File: config.mk
export PLATFORM = sky130hd
export DESIGN_NAME = nrf_rx_controller
export DESIGN_NICKNAME = d
export VERILOG_FILES = /design/src/rtl/nrf_rx_controller.sv
export SDC_FILE = /design/constraint.sdc
export NUM_CORES = 1
export LEC_CHECK = 0
export ABC_AREA = 1
export BUFFER_PORTS_ARGS = -buffer_cell sky130_fd_sc_hd__buf_2
export CAP_MARGIN = 20
export CELL_PAD_IN_SITES_DETAIL_PLACEMENT = 1
export CELL_PAD_IN_SITES_GLOBAL_PLACEMENT = 2
export CORE_ASPECT_RATIO = 1.1
export CORE_MARGIN = 4
export CORE_UTILIZATION = 31
export CTS_CLUSTER_DIAMETER = 50
export DETAILED_ROUTE_END_ITERATION = 12
export HOLD_SLACK_MARGIN = 0.02
export PLACE_DENSITY = 0.91
export SYNTH_ARGS = -nofsm -noshare
export SYNTH_HDL_FRONTEND = slang
export SYNTH_SLANG_ARGS = --single-unit
File: constraint.sdc
create_clock -name i_Clk -period 1.8 [get_ports i_Clk]
set_clock_uncertainty 0.05 [all_clocks]
set_input_delay 0.18 -clock i_Clk [delete_from_list [all_inputs] [get_ports i_Clk]]
set_output_delay 0.18 -clock i_Clk [all_outputs]
set_load 0.05 [all_outputs]
File: src/rtl/nrf_rx_controller.sv
// Receive-side sequencer for an nRF24L01: polls STATUS over SPI, reads each pending payload into
// the datapath memory, then clears RX_DR and drains the RX FIFO before going back to sleep.
module nrf_rx_controller #(
    parameter int unsigned MAX_PAYLOAD = 6,
    parameter int unsigned CSN_GAP     = 2
) (
    input  logic       i_Clk,
    input  logic       i_Rst,
    input  logic       i_TX_Ready,
    input  logic       i_RX_DV,
    input  logic       i_Done_Sleep,
    input  logic       i_RX_DR_Set,
    input  logic       i_FIFO_Empty,
    input  logic       i_Eqz,
    input  logic [7:0] i_RX_Byte,
    output logic [7:0] o_Data_Bus,
    output logic       o_SPI_Csn,
    output logic       o_Load_TX,
    output logic       o_TX_DV,
    output logic       o_Load_RX,
    output logic       o_Load_Data_Size,
    output logic       o_Incr_Count,
    output logic       o_Load_Mem,
    output logic       o_Start_Sleep,
    output logic       o_Latch_Output,
    output logic       o_Clr_Count,
    output logic       o_Valid,
    output logic       o_Error
);

    typedef enum logic [4:0] {
        StSleepStart, StSleepWait, StCsnLow, StLoad, StSend, StTxDv, StWait, StCap, StDone,
        StEqz, StLoadMem, StIncr, StGap, StLoadSize, StLatch, StValid, StError
    } state_e;

    typedef enum logic [2:0] {
        OpPoll, OpWidth, OpPayload, OpClear, OpFifo, OpFlush, OpFlushClr
    } op_e;

    localparam int unsigned GapW = (CSN_GAP > 1) ? $clog2(CSN_GAP) : 1;

    function automatic logic [7:0] first_byte(input op_e op);
        case (op)
            OpWidth:    return 8'h60;
            OpPayload:  return 8'h61;
            OpClear:    return 8'h27;
            OpFifo:     return 8'h17;
            OpFlush:    return 8'hE2;
            OpFlushClr: return 8'h27;
            default:    return 8'hFF;
        endcase
    endfunction

    function automatic logic [7:0] second_byte(input op_e op);
        return (op == OpClear || op == OpFlushClr) ? 8'h40 : 8'hFF;
    endfunction

    function automatic logic two_byte(input op_e op);
        return op inside {OpWidth, OpClear, OpFifo, OpFlushClr};
    endfunction

    state_e          r_state, w_state_nxt;
    op_e             r_op, w_op_nxt, w_start_op;
    logic            r_idx, w_idx_nxt;
    logic            r_flag, w_flag_nxt;
    logic [GapW-1:0] r_gap, w_gap_nxt;
    logic [7:0]      r_data_bus, w_byte;
    logic            w_start, w_bad_width, w_csn_low;
    logic            r_csn, r_load_tx, r_tx_dv, r_load_rx, r_load_size, r_incr, r_load_mem;
    logic            r_start_sleep, r_latch, r_clr, r_valid, r_error;

    assign w_bad_width = (i_RX_Byte == 8'd0) || (i_RX_Byte > 8'(MAX_PAYLOAD));

    always_comb begin
        w_state_nxt = r_state;
        w_op_nxt    = r_op;
        w_idx_nxt   = r_idx;
        w_flag_nxt  = r_flag;
        w_gap_nxt   = r_gap;
        w_byte      = r_data_bus;
        w_start     = 1'b0;
        w_start_op  = r_op;
        unique case (r_state)
            // Held until the registered strobe has fired once, so a pulse also follows reset.
            StSleepStart: if (r_start_sleep) w_state_nxt = StSleepWait;
            StSleepWait: begin
                if (i_Done_Sleep) begin
                    w_start    = 1'b1;
                    w_start_op = OpPoll;
                end
            end
            StCsnLow: begin
                w_state_nxt = StLoad;
                w_byte      = first_byte(r_op);
            end
            StLoad:  w_state_nxt = i_TX_Ready ? StTxDv : StSend;
            StSend:  if (i_TX_Ready) w_state_nxt = StTxDv;
            StTxDv:  w_state_nxt = StWait;
            StWait:  if (i_RX_DV) w_state_nxt = StCap;
            StCap:   w_state_nxt = StDone;
            StDone: begin
                if (r_op == OpPayload) begin
                    w_idx_nxt   = 1'b1;
                    w_state_nxt = r_idx ? StLoadMem : StEqz;
                end else if (two_byte(r_op) && !r_idx) begin
                    w_idx_nxt   = 1'b1;
                    w_state_nxt = StLoad;
                    w_byte      = second_byte(r_op);
                end else begin
                    w_state_nxt = StGap;
                    w_gap_nxt   = '0;
                    case (r_op)
                        OpPoll:  w_flag_nxt = i_RX_DR_Set;
                        OpWidth: w_flag_nxt = w_bad_width;
                        OpFifo:  w_flag_nxt = i_FIFO_Empty;
                        default: w_flag_nxt = r_flag;
                    endcase
                end
            end
            StEqz: begin
                if (i_Eqz) begin
                    w_state_nxt = StGap;
                    w_gap_nxt   = '0;
                end else begin
                    w_state_nxt = StLoad;
                    w_byte      = 8'hFF;
                end
            end
            StLoadMem: w_state_nxt = StIncr;
            StIncr:    w_state_nxt = StEqz;
            StGap: begin
                if (r_gap == GapW'(CSN_GAP - 1)) begin
                    case (r_op)
                        OpPoll:     begin w_start = r_flag;  w_start_op = OpWidth;    end
                        OpWidth:    begin w_start = r_flag;  w_start_op = OpFlush;    end
                        OpPayload:  begin w_start = 1'b1;    w_start_op = OpClear;    end
                        OpFifo:     begin w_start = !r_flag; w_start_op = OpWidth;    end
                        OpFlush:    begin w_start = 1'b1;    w_start_op = OpFlushClr; end
                        default:    w_start = 1'b0;
                    endcase
                    case (r_op)
                        OpPoll:     w_state_nxt = StSleepStart;
                        OpWidth:    w_state_nxt = StLoadSize;
                        OpClear:    w_state_nxt = StLatch;
                        OpFifo:     w_state_nxt = StSleepStart;
                        OpFlushClr: w_state_nxt = StError;
                        default:    w_state_nxt = r_state;
                    endcase
                end else begin
                    w_gap_nxt = r_gap + 1'b1;
                end
            end
            StLoadSize: begin
                w_start    = 1'b1;
                w_start_op = OpPayload;
            end
            StLatch: w_state_nxt = StValid;
            StValid: begin
                w_start    = 1'b1;
                w_start_op = OpFifo;
            end
            StError: w_state_nxt = StSleepStart;
            default: w_state_nxt = StSleepStart;
        endcase
        if (w_start) begin
            w_state_nxt = StCsnLow;
            w_op_nxt    = w_start_op;
            w_idx_nxt   = 1'b0;
        end
    end

    assign w_csn_low = w_state_nxt inside {StCsnLow, StLoad, StSend, StTxDv, StWait, StCap, StDone,
                                           StEqz, StLoadMem, StIncr};

    // Outputs are registered from the next state, so each strobe is high exactly while its state is.
    always_ff @(posedge i_Clk or posedge i_Rst) begin
        if (i_Rst) begin
            r_state       <= StSleepStart;
            r_op          <= OpPoll;
            r_idx         <= 1'b0;
            r_flag        <= 1'b0;
            r_gap         <= '0;
            r_data_bus    <= 8'h00;
            r_csn         <= 1'b1;
            r_load_tx     <= 1'b0;
            r_tx_dv       <= 1'b0;
            r_load_rx     <= 1'b0;
            r_load_size   <= 1'b0;
            r_clr         <= 1'b0;
            r_incr        <= 1'b0;
            r_load_mem    <= 1'b0;
            r_start_sleep <= 1'b0;
            r_latch       <= 1'b0;
            r_valid       <= 1'b0;
            r_error       <= 1'b0;
        end else begin
            r_state       <= w_state_nxt;
            r_op          <= w_op_nxt;
            r_idx         <= w_idx_nxt;
            r_flag        <= w_flag_nxt;
            r_gap         <= w_gap_nxt;
            r_data_bus    <= w_byte;
            r_csn         <= !w_csn_low;
            r_load_tx     <= (w_state_nxt == StLoad);
            r_tx_dv       <= (w_state_nxt == StTxDv);
            r_load_rx     <= (w_state_nxt == StCap);
            r_load_size   <= (w_state_nxt == StLoadSize);
            r_clr         <= (w_state_nxt == StLoadSize);
            r_incr        <= (w_state_nxt == StIncr);
            r_load_mem    <= (w_state_nxt == StLoadMem);
            r_start_sleep <= (w_state_nxt == StSleepStart);
            r_latch       <= (w_state_nxt == StLatch);
            r_valid       <= (w_state_nxt == StValid);
            r_error       <= (w_state_nxt == StError);
        end
    end

    assign o_Data_Bus       = r_data_bus;
    assign o_SPI_Csn        = r_csn;
    assign o_Load_TX        = r_load_tx;
    assign o_TX_DV          = r_tx_dv;
    assign o_Load_RX        = r_load_rx;
    assign o_Load_Data_Size = r_load_size;
    assign o_Clr_Count      = r_clr;
    assign o_Incr_Count     = r_incr;
    assign o_Load_Mem       = r_load_mem;
    assign o_Start_Sleep    = r_start_sleep;
    assign o_Latch_Output   = r_latch;
    assign o_Valid          = r_valid;
    assign o_Error          = r_error;

endmodule

Word-level counts from Yosys, hierarchy flattened
Index checks and enable logic that the tools add are counted.
{"block": "classes", "n_mul": 0, "eq_ne": 43, "n_bitwise": 2, "n_div": 0, "order_cmp": 1, "n_addsub": 1, "shifts": 0, "mux": 36, "reduce_logical": 29}
{"op": "$eq 5x4->1 const B", "n": 15}
{"op": "$pmux 5 s14", "n": 1}
{"op": "$eq 5x3->1 const B", "n": 8}
{"op": "$pmux 8 s5", "n": 1}
{"op": "$mux 8", "n": 4}
{"op": "$mux 5", "n": 5}
{"op": "$pmux 3 s4", "n": 2}
{"op": "$pmux 8 s3", "n": 1}
{"op": "$eq 5x2->1 const B", "n": 4}
{"op": "$pmux 5 s4", "n": 1}
{"op": "$ne 2x2->1 const B", "n": 7}
{"op": "$mux 4", "n": 3}
{"op": "$pmux 1 s3", "n": 4}
{"op": "$reduce_and 4->1", "n": 3}
{"op": "$reduce_bool 3->1", "n": 4}
{"op": "$mux 1", "n": 11}
{"op": "$logic_not 5->1", "n": 2}
{"op": "$reduce_bool 10->1", "n": 1}
{"op": "$reduce_or 2->1", "n": 5}
{"op": "$eq 3x3->1 const B", "n": 3}
{"op": "$gt 8x3->1 const B", "n": 1}
{"op": "$logic_not 8->1", "n": 1}
{"op": "$reduce_bool 4->1", "n": 2}
{"op": "$eq 3x2->1 const B", "n": 2}
{"op": "other kinds (16)", "n": 21}
{"block": "word_totals", "output_inout_bits": 20, "rom_bits": 0, "in_bits": 16, "ramBits": 0, "word_cells": 129, "latchBits": 0, "memories": 0, "regBits": 30}

Logic depth before layout (Yosys ltp)
{"block": "depth", "word_depth": 10, "mapped_depth": 16, "depth_no_buf": 15}

Worst setup path after synthesis
No wires, ideal clock.
{"block": "synth_path", "kind": "reg-to-reg", "startpoint": "reg r_op[0]", "endpoint": "reg r_csn, in the netlist o_SPI_Csn", "setup_ns": 0.067, "path_stages_with_launch": 15, "required_time_ns": 1.683, "arrival_time_ns": 1.502, "period_less_slack_ns": 1.619, "slack_ns": 0.181, "n_path_buf": 1, "path_cell_list": "dfrtp_1 buf_6 inv_2 nor2_1 inv_2 nand3_1 o21ai_0 nor2_1 nor2_2 nand2_1 nand2_1 nand2_1 nand2_1 inv_1 nor2_1"}
{"block": "synth_between", "elab_chain_len": 10, "word_cells_on_any_way": 33, "classes_between": "eq/ne (16); mux (9); reduce/logical (8)"}
{"element": "start, declared", "line": "63", "source": "op_e r_op, w_op_nxt, w_start_op;"}
{"element": "start signal, assigned", "line": "179", "source": "r_op <= OpPoll;"}
{"element": "start signal, assigned", "line": "198", "source": "r_op <= w_op_nxt;"}
{"element": "$eq 3x1->1 (tied with other cells)", "line": "59, 133, 141"}
{"element": "$reduce_bool 4->1", "line": "59", "source": "return op inside {OpWidth, OpClear, OpFifo, OpFlushClr};"}
{"element": "$logic_and 1x1->1", "line": "105", "source": "end else if (two_byte(r_op) && !r_idx) begin"}
{"element": "$mux 4", "line": "105"}
{"element": "$mux 4", "line": "102", "source": "if (r_op == OpPayload) begin"}
{"element": "$pmux 5 s14", "line": "83", "source": "unique case (r_state)"}
{"element": "$mux 5 (*)", "line": "165", "source": "if (w_start) begin"}
{"element": "$eq 5x2->1 (tied with other cells)", "line": "172", "source": "assign w_csn_low = w_state_nxt inside {StCsnLow, StLoad, StSend, StTxDv, StWait, StCap, StDone,"}
{"element": "$reduce_bool 10->1 (*)", "line": "172"}
{"element": "$logic_not 1->1 (*)", "line": "203", "source": "r_csn <= !w_csn_low;"}
{"element": "end signal, assigned", "line": "203"}
{"element": "end, declared", "line": "69", "source": "logic r_csn, r_load_tx, r_tx_dv, r_load_rx, r_load_size, r_incr, r_load_mem;"}
Mark *: on every way between the ends. The rest lies on a longest branch, timed or not.
A chain may end at the register's enable or synchronous reset.

Worst setup path after layout
Ends and elaborated chain as after synthesis.

==> out/metrics.csv <==
stage,metric,value,unit
sta,layout_setup_ws,-0.09012,ns
logic_synthesis,synthCells,243,
logic_synthesis,avgSynthCellArea,7.435,um2
die,rows,28,
sta,rsz0062_at_grt,yes,
logic_synthesis,synthDistinctLibCells,31,
sta,period_minus_slack,1.890,ns
hold_path,hp-class,in -> reg,
finish,final_cells,421,
power_and_ir_drop,ir_drop,0.8439,mV
sta,tns,-0.7144,ns
hold_path,holdPathEnd,o_TX_DV,
place,dp_cells,388,
critical_path,startpoint_type,register,
logic_synthesis,netlist.area_leader.share,40.17,%
critical_path,arrival,2.08,ns
logic_synthesis,synth_nets,259,
power_and_ir_drop,p_per_area,1707,nW/um2
die,core,5500,um2
global_routing,grt_antenna_before_repair,0,
finish,area_growth,57.62,%
sta,clock.fmax,0.5291,GHz
finish,final_core_util,51.77,%
clock_network,cts_buffer_depth,2,
global_routing,grt_pass1_wl,11530,um
sta,relSlewSlack,73.02,%
route,drtAntennaViolNets,0,
logic_synthesis,synth_flop_cell,dfrtp_1,
critical_path,r2r_end,o_SPI_Csn,
sta,drv_slew,0,
route,drtIter0Drc,62,
clock_network,cts_tree,built,
sta,final_hold_viol_count,0,
logic_synthesis,synth-edff-count,0,
critical_path,rrSetupSlack,-0.09,ns
route,dr.pass1.iters,4,
route,via_per_inst,5.014,
clock_network,insertion_delay,0.30,ns
power_and_ir_drop,power,4.860,mW
clock_network,clockRootBuffer,clkbuf_8,
finish,drive_gt1_share,53.76,%
finish,n_antenna_cell,0,
die,initial_utilization,32.85,%
die,die_w,80.79,um
place,dp_slack,-0.1883,ns
critical_path,crit_required,1.99,ns
route,avgRoutedWirePerCell,17.70,um
outcome,outcome,"finished, violations left",
global_routing,grt_max_degree,31,
clock_network,cts_sinks,30,
clock_network,clk_pin_slew,0.08,ns
critical_path,end_kind,register,
hold_path,min_path_cells,3,
critical_path,cp_max_fo,8,
logic_synthesis,async_reset_ff_share,100.0,%
logic_synthesis,synthTopCellsByArea,"dfrtp_1, nand2_1, nor2_1, nand3_1, inv_1",
logic_synthesis,synth-seq-cells,30,
finish,final_area,2848,um2
die,die_h,88.07,um
route,vias,2111,
route,drcViolationCount,0,
finish,final_nets,361,
hold_path,hp-start,i_TX_Ready,
global_routing,grt_usage,21.62,%
clock_network,h-tree-depth,2,
clock_network,cts_buffers,5,
die,pin_count,36,
logic_synthesis,ys_seq_area_share,41.62,%
place,place_area,2330,um2
place,dpl.hpwl,4565,um
global_routing,grt_pass1_vias,2266,
sta,tightest_slew,0.4048,ns
critical_path,crit_type,reg -> reg,
global_routing,gr-total-overflow,0,
logic_synthesis,yosysTopAreaCell,dfrtp_1,
outcome,violations,setup timing,
place,io_buffers,35,
sta,hold_slack,0.03099,ns
sta,period_share,105.0,%
logic_synthesis,ys_warn_count,0,
critical_path,reg2reg_from,r_op[0],
power_and_ir_drop,p_leak,1.480,nW
die,dieArea,7115,um2
logic_synthesis,synth.cell_area,1807,um2
critical_path,rr_worst_depth,12,
route,routed_wl,7450,um
place,place.gp.congestion,0.8276,
run,drv_cap,0,
sta,finalSetupViolCount,14,
worst max-delay path by stage:
stage                     cells after the start  startpoint  slack [ns]     endpoint
after floorplan                              14     r_op[0]        0.18    o_SPI_Csn
after global placement                        9  r_state[1]       -0.11  o_Clr_Count
after detailed placement                      9  r_state[1]       -0.19  o_Clr_Count
after CTS                                    13  r_state[1]       -0.02    o_SPI_Csn
after global routing                         13     r_op[2]       -0.22    o_SPI_Csn
final                                        12     r_op[0]       -0.09    o_SPI_Csn
power by group:
group	switching [mW]	leakage, nW	internal, mW
clock	0.312	0.0504	0.412
combinational	1.92	1.07	1.12
sequential	0.210	0.364	0.894
total	2.44	1.48	2.42
kinds of logic (layout without fill, tap and decap cells):
family,count (synthesis),in the layout,share of synthesized area (%)
flip-flops,30,30,41.62
AND/OR/NAND/NOR,151,151,40.24
AO/OA/AOI/OAI,24,24,8.103
buffers and inverters,38,141,10.04
placed cells by master (no fill, tap or decap), drive strengths merged:
cell	instances
inv	30
dfstp	1
clkinvlp	2
a31o	1
clkbuf	5
o21ai	12
clkinv	1
bufinv	1
dlygate4sd3	1
nor2	48
nor4	3
buf	101
nand2	59
nor3	6
a31oi	2
nand3	28
dfrtp	29
a41oi	2
a21oi	4
a22oi	1
o31ai	1
a311oi	1
and2	1
nand4	6
per-layer routing:
metal | vias up | global-route usage [%] | part of all wire [%]
li1 | 990 | - | -
met1 | 1035 | 24.29 | 40
met5 | - | 0 | 0
met2 | 62 | 39.61 | 52
met3 | 24 | 3.292 | 3.6
met4 | 0 | 10.45 | 3.7
final cells by class:
| type | instances | area, um2 |
|---|---|---|
| Clock buffer | 5 | 68.82 |
| Clock inverter | 3 | 45.04 |
| Inverter | 31 | 126.4 |
| Sequential cell | 30 | 760.7 |
| Multi-Input combinational cell | 175 | 1061 |
| Fill cell | 703 | 2653 |
| Timing Repair Buffer | 102 | 691.9 |
| Tap cell | 75 | 93.84 |
cells in the mapped netlist (3+ instances only):
library cell,number
a21oi_1,4
buf_4,3
buf_6,3
dfrtp_1,29
inv_1,24
inv_2,5
nand2_1,53
nand2_2,5
nand3_1,24
nand3_2,4
nand4_1,6
nor2_1,39
nor2_2,3
nor2_4,6
nor3_1,6
nor4_1,3
o21ai_0,9
what timing repair did:
action / CTS / global route
endpoints found under the hold margin: 29 / 0
hold buffers: 1 / 0
cloned: 0 / 0
pin swaps: 18 / 19
resized for setup: 51 / 18
endpoints found under the setup margin: 10 / 16
setup buffers: 14 / 10
registers in the layout, indices dropped and copies added (netlist names):
register,count
r_op,3
o_TX_DV,1
o_Incr_Count,1
r_flag,1
o_Data_Bus,8
o_Latch_Output,1
o_Load_RX,1
r_state,5
o_Load_Mem,1
o_Load_TX,1
o_Error,1
o_SPI_Csn,1
r_idx,1
r_gap,1
o_Start_Sleep,1
o_Clr_Count,1
o_Valid,1
critical path, cell delays in order (launching register included):
cell     delay [ns]
dfrtp_2        0.46
inv_2          0.11
nor2_1         0.07
inv_2          0.09
nand3_1        0.12
o21ai_2        0.11
nor2_4         0.07
nor2_4         0.30
nand2_4        0.13
nor2_4         0.12
nand3_2        0.07
nand3_1        0.07
nor2_1         0.05
Power figures use the tool's default switching activity.
